[src/rtl/jumpy_pkg.sv]
// Shared types and constants for the jumpy_hawk frame controller:
// state encodings, default frame divider and VGA coordinate widths.
package jumpy_pkg;

    localparam int FRAME_DIV_DEF = 833333;
    localparam int X_W_DEF       = 8;
    localparam int Y_W_DEF       = 7;
    localparam int COL_W_DEF     = 3;

    typedef enum logic [2:0] {
        IDLE       = 3'd0,
        WAIT_FRAME = 3'd1,
        ERASE      = 3'd2,
        UPDATE     = 3'd3,
        DRAW_WALL  = 3'd4,
        DRAW_BIRD  = 3'd5,
        CHECK      = 3'd6,
        OVER       = 3'd7
    } state_e;

    function automatic logic [7:0] sat_inc8(input logic [7:0] v);
        return (v == 8'hFF) ? v : v + 8'd1;
    endfunction

endpackage

[src/rtl/frame_sequencer_if.sv]
// Engine handshake, engine pixel buses, VGA plot port and datapath strobes
// between frame_sequencer (master) and the draw engines/datapath (slave).
interface frame_sequencer_if #(
    parameter int X_W   = 8,
    parameter int Y_W   = 7,
    parameter int COL_W = 3
) ();
    logic             erase_start, wall_start, bird_start;
    logic             erase_done, wall_done, bird_done;
    logic [X_W-1:0]   erase_x, wall_x, bird_x;
    logic [Y_W-1:0]   erase_y, wall_y, bird_y;
    logic [COL_W-1:0] erase_colour, wall_colour, bird_colour;
    logic             erase_plot, wall_plot, bird_plot;
    logic [X_W-1:0]   x_out;
    logic [Y_W-1:0]   y_out;
    logic [COL_W-1:0] colour_out;
    logic             plot_out;
    logic             update_en, flap;
    logic             collision, wall_passed;

    modport master (
        output erase_start, wall_start, bird_start,
        input  erase_done, wall_done, bird_done,
        input  erase_x, wall_x, bird_x, erase_y, wall_y, bird_y,
        input  erase_colour, wall_colour, bird_colour,
        input  erase_plot, wall_plot, bird_plot,
        output x_out, y_out, colour_out, plot_out,
        output update_en, flap,
        input  collision, wall_passed
    );

    modport slave (
        input  erase_start, wall_start, bird_start,
        output erase_done, wall_done, bird_done,
        output erase_x, wall_x, bird_x, erase_y, wall_y, bird_y,
        output erase_colour, wall_colour, bird_colour,
        output erase_plot, wall_plot, bird_plot,
        input  x_out, y_out, colour_out, plot_out,
        input  update_en, flap,
        output collision, wall_passed
    );
endinterface

[src/rtl/key_press_sync.sv]
// Two-flop synchroniser plus falling-edge detect for an active-low push button;
// press is a one-cycle pulse in the cycle after the synchronised edge.
module key_press_sync (
    input  logic clk,
    input  logic reset,
    input  logic key_n,
    output logic press
);
    logic s1_q, s2_q, prev_q;
    logic s1_d, s2_d, prev_d;

    always_comb begin
        s1_d   = key_n;
        s2_d   = s1_q;
        prev_d = s2_q;
    end

    // Reset to the released level so coming out of reset never looks like a press.
    always_ff @(posedge clk or posedge reset) begin
        if (reset) begin
            s1_q   <= 1'b1;
            s2_q   <= 1'b1;
            prev_q <= 1'b1;
        end else begin
            s1_q   <= s1_d;
            s2_q   <= s2_d;
            prev_q <= prev_d;
        end
    end

    assign press = prev_q & ~s2_q;
endmodule

[src/rtl/frame_sequencer.sv]
// Per-frame game controller: frame tick, phase FSM, plot-port arbitration, score.
// FRAME_SEQ_ERASE_EN enables the ERASE phase; otherwise the tick goes straight to UPDATE.
module frame_sequencer
    import jumpy_pkg::*;
#(
    parameter int FRAME_DIV = FRAME_DIV_DEF,
    parameter int X_W       = X_W_DEF,
    parameter int Y_W       = Y_W_DEF,
    parameter int COL_W     = COL_W_DEF
) (
    input  logic                clk,
    input  logic                reset,
    input  logic                key_n,
    frame_sequencer_if.master   bus,
    output logic [7:0]          score,
    output logic                game_over,
    output logic                overrun,
    output logic [2:0]          state
);
    localparam logic [2:0] ST_IDLE       = IDLE;
    localparam logic [2:0] ST_WAIT_FRAME = WAIT_FRAME;
    localparam logic [2:0] ST_ERASE      = ERASE;
    localparam logic [2:0] ST_UPDATE     = UPDATE;
    localparam logic [2:0] ST_DRAW_WALL  = DRAW_WALL;
    localparam logic [2:0] ST_DRAW_BIRD  = DRAW_BIRD;
    localparam logic [2:0] ST_CHECK      = CHECK;
    localparam logic [2:0] ST_OVER       = OVER;

`ifdef FRAME_SEQ_ERASE_EN
    localparam logic [2:0] ST_FIRST = ST_ERASE;
`else
    localparam logic [2:0] ST_FIRST = ST_UPDATE;
`endif

    localparam int             CNT_W   = (FRAME_DIV > 1) ? $clog2(FRAME_DIV) : 1;
    localparam logic [CNT_W-1:0] CNT_MAX = CNT_W'(FRAME_DIV - 1);

    logic             press, tick;
    logic [CNT_W-1:0] cnt_q, cnt_d;
    logic [2:0]       state_q, state_d;
    logic [7:0]       score_q, score_d;
    logic             overrun_q, overrun_d;
    logic             flap_q, flap_d;
    logic             wall_start_q, wall_start_d;
    logic             bird_start_q, bird_start_d;
    logic [X_W-1:0]   x_q, x_d;
    logic [Y_W-1:0]   y_q, y_d;
    logic [COL_W-1:0] col_q, col_d;

    key_press_sync u_key (
        .clk   (clk),
        .reset (reset),
        .key_n (key_n),
        .press (press)
    );

    assign tick  = (cnt_q == CNT_MAX);
    assign cnt_d = tick ? '0 : cnt_q + 1'b1;

    always_comb begin
        state_d   = state_q;
        score_d   = score_q;
        flap_d    = flap_q;
        // Ticks are not queued: a late frame simply waits for the following tick.
        overrun_d = overrun_q | (tick && state_q != ST_WAIT_FRAME &&
                                 state_q != ST_IDLE && state_q != ST_OVER);
        case (state_q)
            ST_IDLE: begin
                if (press) begin
                    state_d   = ST_WAIT_FRAME;
                    score_d   = 8'd0;
                    overrun_d = 1'b0;
                    flap_d    = 1'b0;
                end
            end
            ST_WAIT_FRAME: begin
                if (press) flap_d = 1'b1;
                if (tick) state_d = ST_FIRST;
            end
`ifdef FRAME_SEQ_ERASE_EN
            ST_ERASE: begin
                if (press) flap_d = 1'b1;
                if (bus.erase_done) state_d = ST_UPDATE;
            end
`endif
            ST_UPDATE: begin
                // Latch is consumed here; a press in this very cycle carries over.
                flap_d  = press;
                state_d = ST_DRAW_WALL;
            end
            ST_DRAW_WALL: begin
                if (press) flap_d = 1'b1;
                if (bus.wall_done) state_d = ST_DRAW_BIRD;
            end
            ST_DRAW_BIRD: begin
                if (press) flap_d = 1'b1;
                if (bus.bird_done) state_d = ST_CHECK;
            end
            ST_CHECK: begin
                if (press) flap_d = 1'b1;
                if (bus.collision) begin
                    state_d = ST_OVER;
                end else begin
                    if (bus.wall_passed) score_d = sat_inc8(score_q);
                    state_d = ST_WAIT_FRAME;
                end
            end
            ST_OVER: begin
                if (press) state_d = ST_IDLE;
            end
            default: state_d = ST_IDLE;
        endcase
    end

    always_comb begin
        wall_start_d = (state_d == ST_DRAW_WALL) && (state_q != ST_DRAW_WALL);
        bird_start_d = (state_d == ST_DRAW_BIRD) && (state_q != ST_DRAW_BIRD);
    end

    always_comb begin
        bus.plot_out   = 1'b0;
        bus.x_out      = x_q;
        bus.y_out      = y_q;
        bus.colour_out = col_q;
        case (state_q)
`ifdef FRAME_SEQ_ERASE_EN
            ST_ERASE: begin
                bus.plot_out   = bus.erase_plot;
                bus.x_out      = bus.erase_x;
                bus.y_out      = bus.erase_y;
                bus.colour_out = bus.erase_colour;
            end
`endif
            ST_DRAW_WALL: begin
                bus.plot_out   = bus.wall_plot;
                bus.x_out      = bus.wall_x;
                bus.y_out      = bus.wall_y;
                bus.colour_out = bus.wall_colour;
            end
            ST_DRAW_BIRD: begin
                bus.plot_out   = bus.bird_plot;
                bus.x_out      = bus.bird_x;
                bus.y_out      = bus.bird_y;
                bus.colour_out = bus.bird_colour;
            end
            default: ;
        endcase
        x_d   = bus.x_out;
        y_d   = bus.y_out;
        col_d = bus.colour_out;
    end

`ifdef FRAME_SEQ_ERASE_EN
    logic erase_start_q, erase_start_d;

    assign erase_start_d   = (state_d == ST_ERASE) && (state_q != ST_ERASE);
    assign bus.erase_start = erase_start_q;

    always_ff @(posedge clk or posedge reset) begin
        if (reset) erase_start_q <= 1'b0;
        else       erase_start_q <= erase_start_d;
    end
`else
    logic erase_unused;

    assign bus.erase_start = 1'b0;
    assign erase_unused    = ^{bus.erase_done, bus.erase_x, bus.erase_y,
                               bus.erase_colour, bus.erase_plot};
`endif

    always_ff @(posedge clk or posedge reset) begin
        if (reset) begin
            cnt_q        <= '0;
            state_q      <= ST_IDLE;
            score_q      <= 8'd0;
            overrun_q    <= 1'b0;
            flap_q       <= 1'b0;
            wall_start_q <= 1'b0;
            bird_start_q <= 1'b0;
            x_q          <= '0;
            y_q          <= '0;
            col_q        <= '0;
        end else begin
            cnt_q        <= cnt_d;
            state_q      <= state_d;
            score_q      <= score_d;
            overrun_q    <= overrun_d;
            flap_q       <= flap_d;
            wall_start_q <= wall_start_d;
            bird_start_q <= bird_start_d;
            x_q          <= x_d;
            y_q          <= y_d;
            col_q        <= col_d;
        end
    end

    assign bus.wall_start = wall_start_q;
    assign bus.bird_start = bird_start_q;
    assign bus.update_en  = (state_q == ST_UPDATE);
    assign bus.flap       = (state_q == ST_UPDATE) & flap_q;
    assign score          = score_q;
    assign game_over      = (state_q == ST_OVER);
    assign overrun        = overrun_q;
    assign state          = state_q;
endmodule

[src/flat_wrapper.sv]
// flat-port wrapper written by rule: the top's interface ports become plain ports
module frame_sequencer_flat import jumpy_pkg::*;
#(
    parameter int FRAME_DIV = FRAME_DIV_DEF,
    parameter int X_W       = X_W_DEF,
    parameter int Y_W       = Y_W_DEF,
    parameter int COL_W     = COL_W_DEF
)
  (clk, reset, key_n, score, game_over, overrun, state, bus_erase_start, bus_wall_start, bus_bird_start, bus_erase_done, bus_wall_done, bus_bird_done, bus_erase_x, bus_wall_x, bus_bird_x, bus_erase_y, bus_wall_y, bus_bird_y, bus_erase_colour, bus_wall_colour, bus_bird_colour, bus_erase_plot, bus_wall_plot, bus_bird_plot, bus_x_out, bus_y_out, bus_colour_out, bus_plot_out, bus_update_en, bus_flap, bus_collision, bus_wall_passed);
  frame_sequencer_if #(.X_W(X_W), .Y_W(Y_W), .COL_W(COL_W)) bus_i ();
  input  logic clk;
  input  logic reset;
  input  logic key_n;
  output logic [7:0] score;
  output logic game_over;
  output logic overrun;
  output logic [2:0] state;
  output wire logic [$bits(bus_i.erase_start)-1:0] bus_erase_start;
  output wire logic [$bits(bus_i.wall_start)-1:0] bus_wall_start;
  output wire logic [$bits(bus_i.bird_start)-1:0] bus_bird_start;
  input wire logic [$bits(bus_i.erase_done)-1:0] bus_erase_done;
  input wire logic [$bits(bus_i.wall_done)-1:0] bus_wall_done;
  input wire logic [$bits(bus_i.bird_done)-1:0] bus_bird_done;
  input wire logic [$bits(bus_i.erase_x)-1:0] bus_erase_x;
  input wire logic [$bits(bus_i.wall_x)-1:0] bus_wall_x;
  input wire logic [$bits(bus_i.bird_x)-1:0] bus_bird_x;
  input wire logic [$bits(bus_i.erase_y)-1:0] bus_erase_y;
  input wire logic [$bits(bus_i.wall_y)-1:0] bus_wall_y;
  input wire logic [$bits(bus_i.bird_y)-1:0] bus_bird_y;
  input wire logic [$bits(bus_i.erase_colour)-1:0] bus_erase_colour;
  input wire logic [$bits(bus_i.wall_colour)-1:0] bus_wall_colour;
  input wire logic [$bits(bus_i.bird_colour)-1:0] bus_bird_colour;
  input wire logic [$bits(bus_i.erase_plot)-1:0] bus_erase_plot;
  input wire logic [$bits(bus_i.wall_plot)-1:0] bus_wall_plot;
  input wire logic [$bits(bus_i.bird_plot)-1:0] bus_bird_plot;
  output wire logic [$bits(bus_i.x_out)-1:0] bus_x_out;
  output wire logic [$bits(bus_i.y_out)-1:0] bus_y_out;
  output wire logic [$bits(bus_i.colour_out)-1:0] bus_colour_out;
  output wire logic [$bits(bus_i.plot_out)-1:0] bus_plot_out;
  output wire logic [$bits(bus_i.update_en)-1:0] bus_update_en;
  output wire logic [$bits(bus_i.flap)-1:0] bus_flap;
  input wire logic [$bits(bus_i.collision)-1:0] bus_collision;
  input wire logic [$bits(bus_i.wall_passed)-1:0] bus_wall_passed;
  assign bus_erase_start = bus_i.erase_start;
  assign bus_wall_start = bus_i.wall_start;
  assign bus_bird_start = bus_i.bird_start;
  assign bus_i.erase_done = bus_erase_done;
  assign bus_i.wall_done = bus_wall_done;
  assign bus_i.bird_done = bus_bird_done;
  assign bus_i.erase_x = bus_erase_x;
  assign bus_i.wall_x = bus_wall_x;
  assign bus_i.bird_x = bus_bird_x;
  assign bus_i.erase_y = bus_erase_y;
  assign bus_i.wall_y = bus_wall_y;
  assign bus_i.bird_y = bus_bird_y;
  assign bus_i.erase_colour = bus_erase_colour;
  assign bus_i.wall_colour = bus_wall_colour;
  assign bus_i.bird_colour = bus_bird_colour;
  assign bus_i.erase_plot = bus_erase_plot;
  assign bus_i.wall_plot = bus_wall_plot;
  assign bus_i.bird_plot = bus_bird_plot;
  assign bus_x_out = bus_i.x_out;
  assign bus_y_out = bus_i.y_out;
  assign bus_colour_out = bus_i.colour_out;
  assign bus_plot_out = bus_i.plot_out;
  assign bus_update_en = bus_i.update_en;
  assign bus_flap = bus_i.flap;
  assign bus_i.collision = bus_collision;
  assign bus_i.wall_passed = bus_wall_passed;
  frame_sequencer #(.FRAME_DIV(FRAME_DIV), .X_W(X_W), .Y_W(Y_W), .COL_W(COL_W)) u_core (.clk(clk), .reset(reset), .key_n(key_n), .bus(bus_i), .score(score), .game_over(game_over), .overrun(overrun), .state(state));
endmodule
[config.mk]
export PLATFORM = sky130hd
export DESIGN_NAME = frame_sequencer_flat
export DESIGN_NICKNAME = d
export VERILOG_FILES = /design/src/rtl/jumpy_pkg.sv /design/src/rtl/frame_sequencer_if.sv /design/src/rtl/key_press_sync.sv /design/src/rtl/frame_sequencer.sv /design/src/flat_wrapper.sv
export SDC_FILE = /design/constraint.sdc
export NUM_CORES = 1
export LEC_CHECK = 0
export ABC_AREA = 1
export BUFFER_PORTS_ARGS = -buffer_cell sky130_fd_sc_hd__buf_2
export CAP_MARGIN = 20
export CORE_MARGIN = 8
export CORE_UTILIZATION = 40
export DETAILED_ROUTE_END_ITERATION = 8
export PLACE_DENSITY = 0.66
export SLEW_MARGIN = 5
export SYNTH_ARGS = -nofsm -noshare
export SYNTH_HDL_FRONTEND = slang
export SYNTH_HIERARCHICAL = 1
export SYNTH_SLANG_ARGS = --single-unit
[constraint.sdc]
create_clock -name clk -period 1.9 [get_ports clk]
set_clock_uncertainty 0.05 [all_clocks]
set_input_delay 0.19 -clock clk [delete_from_list [all_inputs] [get_ports clk]]
set_output_delay 0.19 -clock clk [all_outputs]
set_load 0.02 [all_outputs]
# Yosys cells after proc, flatten, opt, wreduce, memory -nomap -nowiden
# Cells that the tools add are included.
# word_totals
regBits	56
out_inout_bits	37
# classes
add_sub_neg	2
n_eq_ne	19
muxes	22
bitwise	4
n_reduce_logical	12
# ops
op	count
8-bit 2-to-1 mux	4
8-bit one-hot mux with 2 select lines	2
3-bit one-hot mux with 7 select lines	1
20-bit by 1-bit adder with 20-bit output (second input constant)	1
20-bit equality test (second input constant)	1
20-bit 2-to-1 mux	1
3-bit equality test (second input constant)	6
3-bit 2-to-1 mux	6
7-bit one-hot mux with 2 select lines	1
3-bit inequality test (second input constant)	3
8-bit by 1-bit adder with 8-bit output (second input constant)	1
8-bit equality test (second input constant)	1
2-bit inequality test (second input constant)	3
3-bit one-hot mux with 2 select lines	1
3-bit nonzero test	2
1-bit logical AND	5
5-bit AND reduction	1
1-bit 2-to-1 mux	4
2-bit by 1-bit inequality test with 1-bit output (second input constant)	2
4-bit OR reduction	1
3-bit by 1-bit equality test with 1-bit output (second input constant)	1
3-bit by 2-bit equality test with 1-bit output (second input constant)	1
3-bit zero test	1
3-bit by 1-bit inequality test with 1-bit output (second input constant)	1
other kinds (7)	8

# Depth between registers and ports, before layout
# Gate-level depths: netlist (run 1).
# depth
ltp_word	7
mapped_depth	10
depth_no_buf	9

# Hierarchy
# The synthesis (run 1) kept the hierarchy.
# modules_own_cells
mod	instances	cells_per_inst	area_per_inst_um2	seq_area_each_um2
frame_sequencer	1	391	2917.8	1326.3
key_press_sync	1	6	92.6	78.8

# Least setup slack after synthesis (run 1)
# No wires, ideal clock.
# synth_path
path_kind	register -> output
from	register u_core.state_q[1] (netlist: u_core/state[1])
to	output bus_flap
arrival_time_ps	1456
required_time_ps	1660
setup_slack_ps	204
path_stages_with_launch	5
cell_sequence	dfrtp_1 -> nand2_1 -> nor2_1 -> inv_1 -> nor2_1
# synth_between
elab_chain_len	2
# synth_rtl
item	line_no	text
start, declared	frame_sequencer.sv:40	logic [2:0] state_q, state_d;
start signal, assigned	frame_sequencer.sv:185	state_q <= state_d;
3-bit by 2-bit equality test with 1-bit output	n/a	
net bus_update_en	flat_wrapper.sv:40	output wire logic [$bits(bus_i.update_en)-1:0] bus_update_en;
1-bit AND	frame_sequencer.sv:200	assign bus.flap = (state_q == ST_UPDATE) & flap_q;
end, declared	flat_wrapper.sv:41	output wire logic [$bits(bus_i.flap)-1:0] bus_flap;
# The timed path passes the listed nets, and every way through them passes these cells.

# Worst setup path in the final report (run 1)
# layout_path
from	register u_core.state_q[1] (netlist: u_core/state[1])
to	output bus_x_out[4]
# layout_between
elab_chain_len	2
elab_cells_between_ends	3
classes_between	2 x eq/ne; 1 x mux
# layout_rtl
item	line_no	text
3-bit equality test	frame_sequencer.sv:125	case (state_q)
8-bit one-hot mux with 2 select lines (*)	frame_sequencer.sv:125	
end, declared	flat_wrapper.sv:36	output wire logic [$bits(bus_i.x_out)-1:0] bus_x_out;
# Mark *: on every way between the ends. The rest lies on a longest branch, timed or not.

==> out/qor.txt, run 1 <==
metal3 WL -> 535 um
Max VDD drop -> 0.911 mV
Met1 Wirelength -> 3.42 mm
# placed instances -> 572
global-route wire length before repair -> 11.8 mm
Clk pin slew, worst setup/hold paths -> 0.10 ns
global-route usage over all layers -> 13.9%
pin count of the biggest net entering global routing -> 29
clock sink count -> 56
number of cells on the worst reg-to-reg path -> 7
floorplan core area -> 7250 sq um
remaining global-route overflow -> 0
unrepaired setup endpoints after global routing -> yes
Syn Std Cell Area -> 3010 sq um
number of optimization iterations in the first detailed-route pass -> 6
number of different library cells in the post-synthesis netlist -> 31
post-detailed-routing wire length -> 7.87 mm
crit-path max FO -> 6
average wire length per cell after detail routing -> 13.2 um
area growth from synthesis to layout -> 32.5%
remaining antenna violation count after routing -> 0
DRC violations left -> 0
TritonCTS clock tree -> done
crit path launch type -> register
utilization after layout -> 55.0%
TritonCTS buffer count -> 5
count of flip-flops with a built-in enable after synthesis -> 0
most frequent cells after synthesis -> 130 x sky130_fd_sc_hd__nand2_1, 58 x sky130_fd_sc_hd__nor2_1, 53 x sky130_fd_sc_hd__dfrtp_1
library cell with the highest instance count after synthesis -> sky130_fd_sc_hd__nand2_1
DIE WIDTH -> 103 um
Die Span Y -> 103 um
final standard cell count with taps included and fillers excluded -> 595
Main synth FF type -> sky130_fd_sc_hd__dfrtp_1
Yosys top cell area share -> 44.1%
beginning of the worst hold path -> bus_wall_done
vias after detailed routing -> 2,738
number of storage elements in the synthesis netlist -> 56
Post-Syn Instances -> 397
I/O Pins -> 102
Starting Density -> 41.5%
Skew-Pair Late Insertion Delay -> 0.31 ns
Crit. Startpoint -> u_core/state[1]
leakage component of the power -> 2.09 nW
total met2 wirelength after detailed routing -> 3.83 mm
Worst Path Class, Setup -> register to primary output
Row Count -> 31
number of maximum-capacitance constraint violations -> 0
post-layout minimum cycle time -> 1.86 ns
port bufs -> 80
hold violation total from the final report -> 0
net count of the finished layout -> 563
via count of the first global-routing pass -> 2,697
required arrival time at the worst endpoint -> 1.66 ns
Ys Warns -> 6
number of DRC violations after detailed-routing iteration 0 -> 133
filler cell count -> 689
proportion of layout cells with a drive suffix above 1 -> 32.9%
number of antenna violations at the first check in global routing -> 0
ratio of total power to cell area -> 1260 nW/um^2
Mapped Nets -> 465
origin of the critical flop-to-flop path -> u_core/cnt_q[0]
total placed instance area -> 3520 sq um
uppermost signal routing layer after detailed routing -> met4
detailed placement HPWL -> 5.61 mm
Final Setup Violations -> 0
result of the run -> finished, final reports clean
clock root buffer -> sky130_fd_sc_hd__clkbuf_8
fin. max-slew vios -> 0
Worst Setup End Kind -> primary output
class of the tightest hold or removal check -> input pin to register
GPL Wtd Cong -> 0.863
Inserted Diodes -> 0
Layout Cell Area excl Fill -> 3990 sq um
crit share post-route -> 98.0%
Seq/Total Area, Yosys -> 46.7%
Hold Path Stages -> 3
average instance area after synthesis -> 7.58 sq um
Synth area leaders -> sky130_fd_sc_hd__dfrtp_1 44%, sky130_fd_sc_hd__nand2_1 16%, sky130_fd_sc_hd__nor2_1 7.2%, sky130_fd_sc_hd__nand3_1 6.5%, sky130_fd_sc_hd__inv_1 4.7%
routed vias/inst -> 4.60
arrival time reported for the critical path endpoint -> 1.62 ns
maximum root-to-sink buffer count -> 2
total number of H-tree levels -> 2
top cell type by total area after synthesis -> sky130_fd_sc_hd__dfrtp_1
f_max -> 537 MHz
Die Outline Area -> 10,600 sq um
fraction of registers with async set/reset -> 100%
==> sequential cells by signal (all words and copies together) (netlist names) <==
name	cells
u_core/cnt_q	20
u_core/score	8
u_core/x_q	8
u_core/y_q	7
u_core/col_q	3
u_core/state	3
u_core/bus.bird_start	1
u_core/bus.wall_start	1
u_core/flap_q	1
u_core/overrun	1
u_core/u_key/prev_d	1
u_core/u_key/prev_q	1
u_core/u_key/s1_q	1
==> metrics by stage <==
step	TNS, ns	setup WS (ns)	total power [mW]	hold slack, ns
after floorplan	0	0.204	2.85	0.0733
after global placement	0	0.230	3.42	0.0661
after detailed placement	0	0.187	3.44	0.0664
after CTS	0	0.00281	4.18	0.0324
after global routing	-0.268	-0.0339	5.29	0.0418
final	0	0.0386	5.01	0.0399
==> area by class of cell <==
| type | count | area [sq um] | share of cell area (%) |
|---|---|---|---|
| flip-flops and latches | 56 | 1410 | 35.3 |
| repair buffers | 101 | 724 | 18.2 |
| inverters | 45 | 174 | 4.36 |
| clock inverters | 1 | 7.51 | 0.188 |
| clock buffers | 7 | 86.3 | 2.16 |
| multi-input cells | 286 | 1470 | 36.7 |
| well taps | 99 | 124 | 3.11 |
==> layer usage <==
metal | vias to the layer above | GRT usage, %
met3 | 6 | 4.32
met5 | - | 0
met1 | 1241 | 18.0
met4 | 0 | 3.34
met2 | 67 | 21.9
li1 | 1424 | -
==> placed cells by master (no fill, tap or decap), types with 6 or more instances in the layout <==
cell,Yosys,routed
sky130_fd_sc_hd__dfrtp_1,53,51
sky130_fd_sc_hd__inv_1,38,35
sky130_fd_sc_hd__buf_4,3,13
sky130_fd_sc_hd__nand2_1,130,128
sky130_fd_sc_hd__buf_6,0,21
sky130_fd_sc_hd__nand3_2,0,17
sky130_fd_sc_hd__nand3_1,39,22
sky130_fd_sc_hd__buf_2,5,62
sky130_fd_sc_hd__inv_2,6,9
sky130_fd_sc_hd__nor2_1,58,56
sky130_fd_sc_hd__nand2_2,9,10
sky130_fd_sc_hd__xor2_1,11,11
sky130_fd_sc_hd__clkbuf_8,0,6
==> timing repair <==
item,CTS,global route
setup buffers,1,8
endpoints found under the hold margin,39,0
resized for setup,5,66
pin swaps,0,5
hold buffers,2,0
setup endpoints to repair,19,19
cloned,1,3
==> worst paths after layout <==
check	slack (ns)	endpoint
max	0.04	bus_x_out[4]
min	0.04	u_core/bus.bird_start
max reg2reg	0.19	u_core/cnt_q[19]
min reg2reg	0.31	u_core/u_key/prev_d
max in group asynchronous	1.01	u_core/state[2]
min in group asynchronous	0.29	u_core/y_q[6]
==> power by group <==
part	internal, mW	switching, mW
sequential	1.45	0.120
clock	0.297	0.379
combinational	1.22	1.54
==> worst max-delay path, cell delays in order, from the launching register on <==
cell,delay (ns)
sky130_fd_sc_hd__dfrtp_2,0.46
sky130_fd_sc_hd__buf_4,0.16
sky130_fd_sc_hd__nor2_2,0.08
sky130_fd_sc_hd__nand2_1,0.07
sky130_fd_sc_hd__inv_2,0.10
sky130_fd_sc_hd__buf_4,0.15
sky130_fd_sc_hd__nand2_1,0.08
sky130_fd_sc_hd__nand3_2,0.09
sky130_fd_sc_hd__buf_6,0.12
==> kinds of logic (layout without fill, tap and decap cells) <==
family	Yosys count	in the layout	synth area share (%)
AOI/OAI and AO/OA	14	14	3.37
xor gates and xnor gates	15	15	4.36
adders and majority gates	3	3	1.25
buffers and inverters	55	154	8.15
DFF	56	56	46.7
other	1	1	0.125
and+or+nand+nor	253	253	36.1
Note: power is estimated with default switching activity, not from simulation.
==> run 2: changes to the inputs <==
Settings changed: CAP_MARGIN 20 to unset, CORE_UTILIZATION 40 to 50, PLACE_DENSITY 0.66 to 0.8, RECOVER_POWER set to 100.
==> out/qor.txt, run 2 (same netlist as run 1, synthesis figures left out) <==
crit-path max FO -> 7 (+1)
met3 usage in global routing -> 6.41% (+2.1 points)
most frequent cells in the layout -> 129 x sky130_fd_sc_hd__nand2_1, 56 x sky130_fd_sc_hd__buf_2, 56 x sky130_fd_sc_hd__nor2_1, 50 x sky130_fd_sc_hd__dfrtp_1
utilization after layout -> 62.6% (+7.6 points)
proportion of layout cells with a drive suffix above 1 -> 26.1% (-6.7 points)
Inserted Diodes -> 0 (unchanged)
Final Setup Violations -> 0 (unchanged)
most used routing layer -> met2
total number of H-tree levels -> 2 (unchanged)
global-route usage over all layers -> 17.4% (+3.5 points)
unrepaired setup endpoints after global routing -> yes
post-layout minimum cycle time -> 1.79 ns (-0.0686 ns)
Die Span Y -> 93.6 um (-8.9%)
area growth from synthesis to layout -> 22.4%
number of DRC violations after detailed-routing iteration 0 -> 98 (-26%)
class of the tightest hold or removal check -> input pin to register
remaining global-route overflow -> 0 (unchanged)
Worst Setup End Kind -> primary output
detailed placement HPWL -> 5.54 mm (-1.2%)
number of optimization iterations in the first detailed-route pass -> 4 (-2)
flip-flop count of the largest register after layout -> 20 (unchanged)
total placed instance area -> 3490 sq um (-1.0%)
required arrival time at the worst endpoint -> 1.66 ns (about the same)
post-detailed-routing wire length -> 7.41 mm (-5.8%)
crit share post-route -> 94.4% (-3.6 points)
Crit. Startpoint -> u_core/state[1]
GPL Wtd Cong -> 0.894 (+3.6%)
register with the most flip-flops -> u_core/cnt_q
origin of the critical flop-to-flop path -> u_core/cnt_q[0]
via count of the first global-routing pass -> 2,883 (+6.9%)
most frequent standard cell in the layout excluding fill and tap cells -> sky130_fd_sc_hd__nand2_1
number of antenna violations at the first check in global routing -> 0 (unchanged)
TritonCTS buffer count -> 5 (unchanged)
worst-case headroom to the max-slew limit -> 55.2%
I/O Pins -> 102 (unchanged)
Fin Setup TNS -> 0 ns (unchanged)
vias after detailed routing -> 2,812 (+2.7%)
arrival time reported for the critical path endpoint -> 1.55 ns (-0.07 ns)
port bufs -> 80 (unchanged)
Max VDD drop -> 1.06 mV (+17%)
net count of the finished layout -> 553 (-1.8%)
DRC violations left -> 0 (unchanged)
leakage component of the power -> 1.90 nW (-8.9%)
Die Outline Area -> 8760 sq um (-17%)
Skew-Pair Late Insertion Delay -> 0.31 ns (about the same)
Layout Cell Area excl Fill -> 3680 sq um (-7.7%)
fin. max-slew vios -> 0 (unchanged)
Hold Slack -> 0.0501 ns (+0.0102 ns)
Row Count -> 28 (-9.7%)
routed vias/inst -> 5.01 (+8.9%)
met2 track utilization from global routing -> 28.3% (+6.3 points)
crit path launch type -> register
global-route wire length before repair -> 12.5 mm (+5.5%)
filler cell count -> 525 (-24%)
met1 routing resource usage after global routing -> 20.7% (+2.7 points)
TritonCTS clock tree -> done
Worst Tran Pin Value -> 0.672 ns
remaining antenna violation count after routing -> 0 (unchanged)
Starting Density -> 51.1% (+9.6 points)
ratio of total power to cell area -> 1190 nW/um^2 (-4.9%)
hold violation total from the final report -> 0 (unchanged)
Worst Setup Slack, final -> 0.107 ns (+0.0686 ns)
average wire length per cell after detail routing -> 13.2 um (-0.13%)
clock sink count -> 56 (unchanged)
DIE WIDTH -> 93.6 um (-8.9%)
number of maximum-capacitance constraint violations -> 0 (unchanged)
clock root buffer -> sky130_fd_sc_hd__clkbuf_8
Worst Path Class, Setup -> register to primary output
maximum root-to-sink buffer count -> 2 (unchanged)
floorplan core area -> 5890 sq um (-19%)
Clk pin slew, worst setup/hold paths -> 0.10 ns (about the same)
result of the run -> finished, final reports clean
pin count of the biggest net entering global routing -> 28 (-3.4%)
beginning of the worst hold path -> bus_wall_y[5]
minimum setup slack after placement -> 0.236 ns (+0.0495 ns)
f_max -> 558 MHz (+3.8%)
-- run 2: layout make-up --
class	instances	area [sq um]	area share, %
clock buffers	5	68.8	1.87
clock inverters	3	22.5	0.611
inverters	45	174	4.72
multi-input cells	286	1380	37.5
flip-flops and latches	56	1410	38.2
well taps	75	93.8	2.55
repair buffers	91	533	14.5
-- run 2: layer usage --
metal	part of all wire, %	wire length (um)	vias to the layer above
met3	7.4	551	11
met1	44	3250	1306
met4	1.6	116	0
met2	47	3490	91
met5	0	0	-
li1	-	-	1404
-- run 2: worst max-delay path, stage by stage, from the launching register on --
cell,delay (ns)
sky130_fd_sc_hd__dfrtp_2,0.45
sky130_fd_sc_hd__inv_1,0.09
sky130_fd_sc_hd__nand2_2,0.07
sky130_fd_sc_hd__nor2_4,0.14
sky130_fd_sc_hd__buf_4,0.17
sky130_fd_sc_hd__nand2_1,0.06
sky130_fd_sc_hd__nand3_1,0.10
sky130_fd_sc_hd__buf_4,0.15
-- run 2: final timing paths --
path                                        to  slack, ns  cells after the start
max in group asynchronous      u_core/state[0]       0.76                      4
setup reg to reg              u_core/cnt_q[13]       0.22                      7
hold / removal                   u_core/y_q[5]       0.05                      3
min in group asynchronous    u_core/u_key/s1_q       0.43                      3
hold reg to reg            u_core/u_key/prev_d       0.32                      0
setup / recovery                  bus_x_out[5]       0.11                      7
-- run 2: per-stage QoR --
stage	total power, mW	instances
3_3_place_gp	3.41	549
6_report	4.40	561
4_1_cts	4.16	560
2_1_floorplan	2.85	397
3_5_place_dp	3.45	549
5_1_grt	4.69	561
-- run 2: power by group --
part	leakage (nW)	total [mW]	internal, mW	switching [mW]
clock network	0.0485	0.680	0.266	0.415
registers	0.717	1.56	1.45	0.118
logic	1.14	2.15	0.819	1.33
-- run 2: timing repair --
item,4_1_cts,5_1_grt
setup buffers,1,0
resized for setup,2,30
hold buffers,2,0
cloned,0,1
hold endpoints to repair,57,0
pin swaps,0,1
endpoints found under the setup margin,19,19
==> run 3: changes to the inputs <==
Settings changed: CTS_BUF_LIST set to sky130_fd_sc_hd__clkbuf_16.
==> out/qor.txt, run 3 (same netlist as run 1, synthesis figures left out) <==
post-detailed-routing wire length -> 7.32 mm (-1.2%)
crit path launch type -> register
Worst Path Class, Setup -> register to primary output
class of the tightest hold or removal check -> input pin to register
Worst Setup End Kind -> primary output
DIE WIDTH -> 93.6 um (unchanged)
Final Setup Violations -> 0 (unchanged)
arrival time reported for the critical path endpoint -> 1.55 ns (about the same)
remaining antenna violation count after routing -> 0 (unchanged)
DRC violations left -> 0 (unchanged)
proportion of layout cells with a drive suffix above 1 -> 26.9% (+0.77 points)
hold violation total from the final report -> 0 (unchanged)
pin count of the biggest net entering global routing -> 28 (unchanged)
Inserted Diodes -> 0 (unchanged)
TritonCTS buffer count -> 5 (unchanged)
cell occurring most often along the worst timing path -> sky130_fd_sc_hd__nand2_1
number of DRC violations after detailed-routing iteration 0 -> 119 (+21%)
Starting Density -> 51.1% (unchanged)
post-layout minimum cycle time -> 1.79 ns (+0.00193 ns)
ratio of total power to cell area -> 1210 nW/um^2 (+1.6%)
most frequent standard cell in the layout excluding fill and tap cells -> sky130_fd_sc_hd__nand2_1
result of the run -> finished, final reports clean
floorplan core area -> 5890 sq um (unchanged)
remaining global-route overflow -> 0 (unchanged)
number of optimization iterations in the first detailed-route pass -> 5 (+1)
clock sink count -> 56 (unchanged)
f_max -> 557 MHz (-0.11%)
utilization after layout -> 63.0% (+0.40 points)
vias after detailed routing -> 2,820 (+0.28%)
Skew-Pair Late Insertion Delay -> 0.29 ns (-0.02 ns)
Clk pin slew, worst setup/hold paths -> 0.07 ns (-0.03 ns)
required arrival time at the worst endpoint -> 1.66 ns (about the same)
routed vias/inst -> 5.02 (+0.11%)
most frequent cells in the layout -> 130 x sky130_fd_sc_hd__nand2_1, 72 x sky130_fd_sc_hd__buf_2, 57 x sky130_fd_sc_hd__nor2_1, 50 x sky130_fd_sc_hd__dfrtp_1, 39 x sky130_fd_sc_hd__nand3_1
Worst Tran Pin Value -> 0.666 ns (-0.00573 ns)
TritonCTS clock tree -> done
total placed instance area -> 3490 sq um (unchanged)
cells traversed along the worst timing path -> inv_1 > nand2_1 > nor2_4 > buf_4 > nand2_1 > nand3_1 > buf_2
buffers plus inverters on the worst setup path -> 3 (unchanged)
global-route usage over all layers -> 17.3% (-0.12 points)
number of maximum-capacitance constraint violations -> 0 (unchanged)
port bufs -> 80 (unchanged)
total met2 wirelength after detailed routing -> 3.50 mm (about the same)
flip-flop count of the largest register after layout -> 20 (unchanged)
family with the most delay on the worst path -> flip-flops
GPL Wtd Cong -> 0.894 (unchanged)
Met1 Wirelength -> 3.10 mm (-4.5%)
Critical-path top delay cell -> sky130_fd_sc_hd__dfrtp_2
fin. max-slew vios -> 0 (unchanged)
filler cell count -> 522 (-0.57%)
sum of internal, switching and leakage power -> 4.50 mW (+2.2%)
total number of H-tree levels -> 2 (unchanged)
Layout Cell Area excl Fill -> 3710 sq um (+0.65%)
final standard cell count with taps included and fillers excluded -> 562 (+0.18%)
metal3 WL -> 605 um (+9.8%)
I/O Pins -> 102 (unchanged)
detailed placement HPWL -> 5.54 mm (unchanged)
average wire length per cell after detail routing -> 13.0 um (-1.4%)
leakage component of the power -> 1.95 nW (+2.3%)
area growth from synthesis to layout -> 23.2%
# placed instances -> 549 (unchanged)
Row Count -> 28 (unchanged)
Max VDD drop -> 1.03 mV (-2.7%)
worst-case headroom to the max-slew limit -> 55.6% (+0.38 points)
register with the most flip-flops -> u_core/cnt_q
crit share post-route -> 94.5% (+0.10 points)
clock root buffer -> sky130_fd_sc_hd__clkbuf_16
unrepaired setup endpoints after global routing -> yes
Die Outline Area -> 8760 sq um (unchanged)
number of antenna violations at the first check in global routing -> 0 (unchanged)
global-route wire length before repair -> 12.4 mm (-0.38%)
Die Span Y -> 93.6 um (unchanged)
net count of the finished layout -> 554 (+0.18%)
via count of the first global-routing pass -> 2,885 (+0.069%)
maximum root-to-sink buffer count -> 2 (unchanged)
crit-path max FO -> 7 (unchanged)
Max stage delay on crit path -> 0.45 ns (about the same)
uppermost signal routing layer after detailed routing -> met4
==> run 3: layout make-up <==
cell class / count / area (sq um) / share of cell area (%)
clock buffers: 5 / 125 / 3.37
clock inverters: 3 / 22.5 / 0.607
inverters: 45 / 174 / 4.69
multi-input cells: 286 / 1370 / 36.9
flip-flops and latches: 56 / 1410 / 38.0
well taps: 75 / 93.8 / 2.53
repair buffers: 92 / 515 / 13.9
==> run 3: routing by layer <==
layer / track usage [%] / up-vias
met5: 0 / -
met4: 6.21 / 0
met3: 6.41 / 12
met2: 28.4 / 98
met1: 20.2 / 1299
li1: - / 1411
==> run 3: path summary, 6_finish.rpt <==
| kind | start | endpoint | slack (ns) | cells after the start |
|---|---|---|---|---|
| worst min register to register | u_core/u_key/s1_q | u_core/u_key/prev_d | 0.32 | 0 |
| min in group asynchronous | reset | u_core/u_key/prev_q | 0.46 | 3 |
| worst max register to register | u_core/cnt_q[0] | u_core/cnt_q[8] | 0.23 | 8 |
| worst max-delay path | u_core/state[1] | bus_colour_out[0] | 0.11 | 7 |
| max in group asynchronous | reset | u_core/state[1] | 0.73 | 4 |
| worst min-delay path | bus_wall_y[4] | u_core/y_q[4] | 0.07 | 3 |
==> run 3: per-stage QoR <==
| stage | setup slack, ns | TNS (ns) | hold slack [ns] |
|---|---|---|---|
| finish | 0.105 | 0 | 0.0722 |
| global route | -0.00948 | -0.0254 | 0.0812 |
| CTS | 0.0121 | 0 | 0.0634 |
| detailed placement | 0.236 | 0 | 0.218 |
| global placement | 0.285 | 0 | 0.205 |
| floorplan | 0.204 | 0 | 0.0733 |
==> run 3: power breakdown <==
group          internal (mW)  leakage (nW)  total [mW]  switching (mW)
combinational          0.704          1.15        2.01            1.30
clock                  0.494        0.0742       0.922           0.428
sequential              1.45         0.717        1.57           0.119
==> run 3: repair_timing <==
item,CTS,global route
setup buffers,0,2
resized for setup,2,14
hold endpoints to repair,57,0
hold buffers,2,0
gates cloned,0,1
setup endpoints to repair,9,19
==> run 3: worst reg2reg max path, stage by stage (launching register included) <==
cell	delay [ns]
sky130_fd_sc_hd__dfrtp_1	0.45
sky130_fd_sc_hd__ha_1	0.28
sky130_fd_sc_hd__nand2_1	0.09
sky130_fd_sc_hd__nor2_1	0.26
sky130_fd_sc_hd__nand2_1	0.15
sky130_fd_sc_hd__xor2_1	0.15
sky130_fd_sc_hd__inv_1	0.05
sky130_fd_sc_hd__nand2_1	0.05
sky130_fd_sc_hd__inv_1	0.03
